===== config.mk =====
export PLATFORM = sky130hd
export DESIGN_NAME = mem_port_arbiter
export DESIGN_NICKNAME = d
export VERILOG_FILES = /design/src/rtl/mem_port_arbiter_pkg.sv /design/src/rtl/mem_arb_pick.sv /design/src/rtl/mem_port_arbiter.sv
export SDC_FILE = /design/constraint.sdc
export NUM_CORES = 1
export LEC_CHECK = 0
export ABC_AREA = 0
export BUFFER_PORTS_ARGS = -buffer_cell sky130_fd_sc_hd__buf_2
export CORE_AREA = 2 2 117 119
export DETAILED_ROUTE_END_ITERATION = 8
export DIE_AREA = 0 0 119 121
export GPL_ROUTABILITY_DRIVEN = 0
export PLACE_DENSITY = 0.71
export SKIP_CTS_REPAIR_TIMING = 1
export SYNTH_ARGS = -nofsm -noshare
export SYNTH_HDL_FRONTEND = slang
export SYNTH_SLANG_ARGS = --single-unit
export TNS_END_PERCENT = 30

===== constraint.sdc =====
create_clock -name clock -period 3.2 [get_ports clock]
set_clock_uncertainty 0.1 [all_clocks]
set_input_delay 0.64 -clock clock [delete_from_list [all_inputs] [get_ports clock]]
set_output_delay 0.64 -clock clock [all_outputs]
set_load 0.02 [all_outputs]

===== src/rtl/mem_port_arbiter_pkg.sv =====
// Shared types for the fetch/data memory port arbiter: FSM states and port ids.
package mem_port_arbiter_pkg;

    typedef enum logic [1:0] {
        ST_IDLE    = 2'd0,
        ST_BUSY_IF = 2'd1,
        ST_BUSY_D  = 2'd2
    } state_t;

    typedef enum logic {
        PORT_IF = 1'b0,
        PORT_D  = 1'b1
    } port_t;

    function automatic state_t busy_state(input port_t p);
        return (p == PORT_D) ? ST_BUSY_D : ST_BUSY_IF;
    endfunction

endpackage


===== src/rtl/mem_arb_pick.sv =====
// Request eligibility, data-over-fetch priority and the data streak counter
// that forces a pending fetch through after MAX_DSTREAK data grants.
module mem_arb_pick #(
    parameter int unsigned MAX_DSTREAK = 4
) (
    input  logic clock,
    input  logic reset,
    input  logic arb_en,
    input  logic if_req,
    input  logic if_valid,
    input  logic d_req,
    input  logic d_valid,
    output logic grant_if,
    output logic grant_d
);

    localparam int unsigned SW = $clog2(MAX_DSTREAK) + 1;
    localparam logic [SW-1:0] STREAK_MAX = SW'(MAX_DSTREAK);

    logic [SW-1:0] streak;
    logic          if_elig;
    logic          d_elig;

    // A port completing this cycle sits out the edge so the core can move its address.
    always_comb begin
        if_elig  = if_req & ~if_valid;
        d_elig   = d_req & ~d_valid;
        grant_d  = arb_en & d_elig & ~(if_elig & (streak == STREAK_MAX));
        grant_if = arb_en & if_elig & ~grant_d;
    end

    always_ff @(posedge clock or negedge reset) begin
        if (!reset) begin
            streak <= '0;
        end else if (grant_if) begin
            streak <= '0;
        end else if (grant_d && if_elig && (streak != STREAK_MAX)) begin
            streak <= streak + SW'(1);
        end
    end

endmodule


===== src/rtl/mem_port_arbiter.sv =====
// Shares one single-ported word memory between instruction fetch and the
// MEM-stage data port, one access at a time over a fixed read latency.
module mem_port_arbiter
    import mem_port_arbiter_pkg::*;
#(
    parameter int unsigned AW          = 8,
    parameter int unsigned DW          = 32,
    parameter int unsigned LATENCY     = 1,
    parameter int unsigned MAX_DSTREAK = 4
) (
    input  logic          clock,
    input  logic          reset,
    input  logic          if_req,
    input  logic [AW-1:0] if_addr,
    output logic [DW-1:0] if_rdata,
    output logic          if_valid,
    output logic          stall_if,
    input  logic          d_req,
    input  logic          d_we,
    input  logic [AW-1:0] d_addr,
    input  logic [DW-1:0] d_wdata,
    output logic [DW-1:0] d_rdata,
    output logic          d_valid,
    output logic          stall_mem,
    output logic          mem_en,
    output logic          mem_we,
    output logic [AW-1:0] mem_addr,
    output logic [DW-1:0] mem_wdata,
    input  logic [DW-1:0] mem_rdata
);

    localparam int unsigned CW = $clog2(LATENCY) + 1;
    localparam logic [CW-1:0] CNT_LAST = CW'(LATENCY - 1);

    state_t        state;
    state_t        state_next;
    port_t         grant_port;
    logic [CW-1:0] cnt;
    logic [AW-1:0] acc_addr;
    logic          acc_we;
    logic [DW-1:0] acc_wdata;
    logic          grant_if;
    logic          grant_d;
    logic          last_beat;

    mem_arb_pick #(
        .MAX_DSTREAK(MAX_DSTREAK)
    ) u_pick (
        .clock    (clock),
        .reset    (reset),
        .arb_en   (state == ST_IDLE),
        .if_req   (if_req),
        .if_valid (if_valid),
        .d_req    (d_req),
        .d_valid  (d_valid),
        .grant_if (grant_if),
        .grant_d  (grant_d)
    );

    always_ff @(posedge clock or negedge reset) begin
        if (!reset) state <= ST_IDLE;
        else        state <= state_next;
    end

    always_comb begin
        state_next = state;
        mem_en     = 1'b0;
        mem_we     = 1'b0;
        grant_port = grant_d ? PORT_D : PORT_IF;
        last_beat  = (cnt == CNT_LAST);
        case (state)
            ST_IDLE: begin
                if (grant_d || grant_if) state_next = busy_state(grant_port);
            end
            ST_BUSY_IF, ST_BUSY_D: begin
                mem_en = 1'b1;
                // Strobe only on the first busy cycle so a write lands exactly once.
                mem_we = acc_we && (cnt == '0);
                if (last_beat) state_next = ST_IDLE;
            end
            default: state_next = ST_IDLE;
        endcase
    end

    always_ff @(posedge clock or negedge reset) begin
        if (!reset) begin
            cnt       <= '0;
            acc_addr  <= '0;
            acc_we    <= 1'b0;
            acc_wdata <= '0;
            if_valid  <= 1'b0;
            d_valid   <= 1'b0;
            if_rdata  <= '0;
            d_rdata   <= '0;
        end else begin
            if_valid <= 1'b0;
            d_valid  <= 1'b0;
            if (state == ST_IDLE) begin
                cnt <= '0;
                if (grant_d) begin
                    acc_addr  <= d_addr;
                    acc_we    <= d_we;
                    acc_wdata <= d_wdata;
                end else if (grant_if) begin
                    acc_addr <= if_addr;
                    acc_we   <= 1'b0;
                end
            end else begin
                cnt <= cnt + CW'(1);
                if (last_beat) begin
                    if (state == ST_BUSY_IF) begin
                        if_valid <= 1'b1;
                        if_rdata <= mem_rdata;
                    end else begin
                        d_valid <= 1'b1;
                        if (!acc_we) d_rdata <= mem_rdata;
                    end
                end
            end
        end
    end

    assign mem_addr  = acc_addr;
    assign mem_wdata = acc_wdata;
    assign stall_if  = if_req & ~if_valid;
    assign stall_mem = d_req & ~d_valid;

endmodule


==> out/metrics.cfg <==
[status]
outcome=completed

[final_layout]
antenna_cells=0
syn_to_final_growth_pct=38.70
layout-drive-gt1-share=0.6357
final_area_um2=6233
finish.utilization=0.4764
final_nets=592
final-instance-count-excl-fill=692
fillers=1188

[floorplanning]
boundaryPins=195
initial_core_util=0.3435
rows=42
die_x_um=119
core_um2=13090
die_h_um=121
die_area_um2=14400

[global_routing]
grt_antenna_before_repair=1
busiest_layer=met2
grt_pass1_vias=3408
overflow=0
globalRouteTotalUtil=0.1526
grt_use_met2=0.2504
grt_pass1_wl_um=17020
grt_use_met3=0.06062
grt_max_degree=64
met1_usage=0.1796

[pwr]
power.density_nw_per_um2=1185
finalPower_mw=7.386
leakagePower_nw=3.002
ir_drop_mv=0.6234

[yosys]
async_reset_ff_frac=1.000
synthTopCellsByArea=dfrtp_1 (63%), mux2_2 (23%), a2111oi_0 (1.6%), a211oi_1 (1.3%), nor4_1 (1.3%)
synth_top_area_cell=dfrtp_1
ys_top_cells_by_count=dfrtp_1 (113), mux2_2 (92), inv_1 (14)
post-synth-top-count-cell=dfrtp_1
yosysWarnings=0
synthDistinctLibCells=33
synth.top_cell.area_share=0.6292
synth_nets=388
syn_inst=299
yosysSeqAreaShare=0.6292
synth_ff_type=dfrtp_1
synth_edf_count=0
syn_area_um2=4494
avgSynthCellArea_um2=15.03
ys_seq_elements=113

[sta]
fin_crit_ns=2.641
drv_slew=0
finalSetupViolCount=0
totalNegativeSetupSlack_ns=0
worst_pin_slew_ns=0.5130
rsz0062_at_grt=no
relSlewSlack=0.6580
fmax_mhz=378.7
fin_crit_sh=0.8252
worst_slack_ns=0.5593
final_hold_viol_count=0
hold_ws_ns=0.3564

[placement]
numPortBuffers=194
pre_cts_ws_ns=0.6163
dpl_cell_area_um2=5677
placed_cells=659
hpwl_um=7856

[clock_network]
path_clk_slew_ns=0.05
clk_path_buf_depth=2
cts_root_buf=clkbuf_16
clkLatencyLatePin_ns=0.41
cts-htree-levels=4
cts_buffers=17
cts_tree=yes
clock_sinks=113

[setup_path]
criticalPathCategory=flip-flop to flip-flop
cp_max_fo=33
startpoint_type=flip-flop
critPathCaptureType=flip-flop
arrival_ns=2.83
r2r_cells=6
cp_data_required_time_ns=3.39

[min_path]
hold_depth=2
hold_path.class=input pin to flip-flop

[drt]
drc=0
routed_wl_um=10650
vias=3239
ant_nets=0
first_pass_iters=4
vias_per_cell=4.681
wire_per_inst_um=15.39
drt_iter0_markers=151

[job]
max_cap_violations=0

==> worst paths after layout <==
| check | to | start | slack [ns] |
|---|---|---|---|
| hold / removal | acc_we | d_we | 0.36 |
| max in group asynchronous | d_rdata[19] | reset | 1.72 |
| hold reg to reg | d_rdata[4] | d_rdata[4] | 0.39 |
| setup / recovery | mem_wdata[4] | state[0] | 0.56 |
| min in group asynchronous | u_pick.streak[2] | reset | 0.53 |
| setup reg to reg | mem_wdata[4] | state[0] | 0.56 |
==> cell usage in the layout, fill, tap and decap left out, types with 2 or more instances in the layout <==
master,n
buf_12,2
nor2_1,4
clkinv_2,6
clkinv_4,3
mux2_1,4
a211oi_1,8
buf_4,5
a2111oi_0,8
ha_1,4
clkbuf_16,17
buf_2,193
a21oi_1,2
mux2_2,92
dfrtp_1,113
clkinvlp_4,3
nand2b_1,2
nor4_1,9
inv_1,14
nand2_1,5
==> registers in the layout, indices dropped and copies added, names as in the netlist <==
signal	cells
d_rdata	32
mem_addr	8
cnt	1
u_pick.streak	3
if_valid	1
mem_wdata	32
state	2
acc_we	1
if_rdata	32
d_valid	1
==> power by group <==
part           switching [mW]  internal (mW)
clock                   0.650           1.06
combinational            1.81           1.34
sequential              0.372           2.15
total                    2.83           4.55
==> cell families (layout without fill, tap and decap cells) <==
family / count (synthesis) / in the layout / synth area share
compound gates: 26 / 26 / 0.04594
mux: 97 / 97 / 0.2428
flops: 113 / 113 / 0.6292
buf+inv: 31 / 248 / 0.03285
simple gates: 28 / 28 / 0.03814
fa+ha+maj: 4 / 4 / 0.01114
==> area by class of cell <==
type / count / area (um^2) / share of cell area
Clock buffer: 18 / 429.2 / 0.06885
Clock inverter: 14 / 117.6 / 0.01887
Inverter: 15 / 56.30 / 0.009033
Multi-Input combinational cell: 155 / 1529 / 0.2453
Sequential cell: 113 / 2828 / 0.4536
Tap cell: 176 / 220.2 / 0.03533
Timing Repair Buffer: 201 / 1054 / 0.1690
==> worst max-delay path, cell delays in order, from the launching register on <==
cell,delay [ns]
dfrtp_1,0.41
inv_1,0.09
ha_1,0.48
inv_1,0.39
nor3_4,0.25
buf_4,0.39
mux2_2,0.39
==> metal layers <==
metal	vias up	routed length [um]
li1	1498	-
met1	1576	4491
met2	151	5191
met3	14	851
met4	0	114
met5	-	0
No activity file was read; power rests on OpenSTA's default activity.
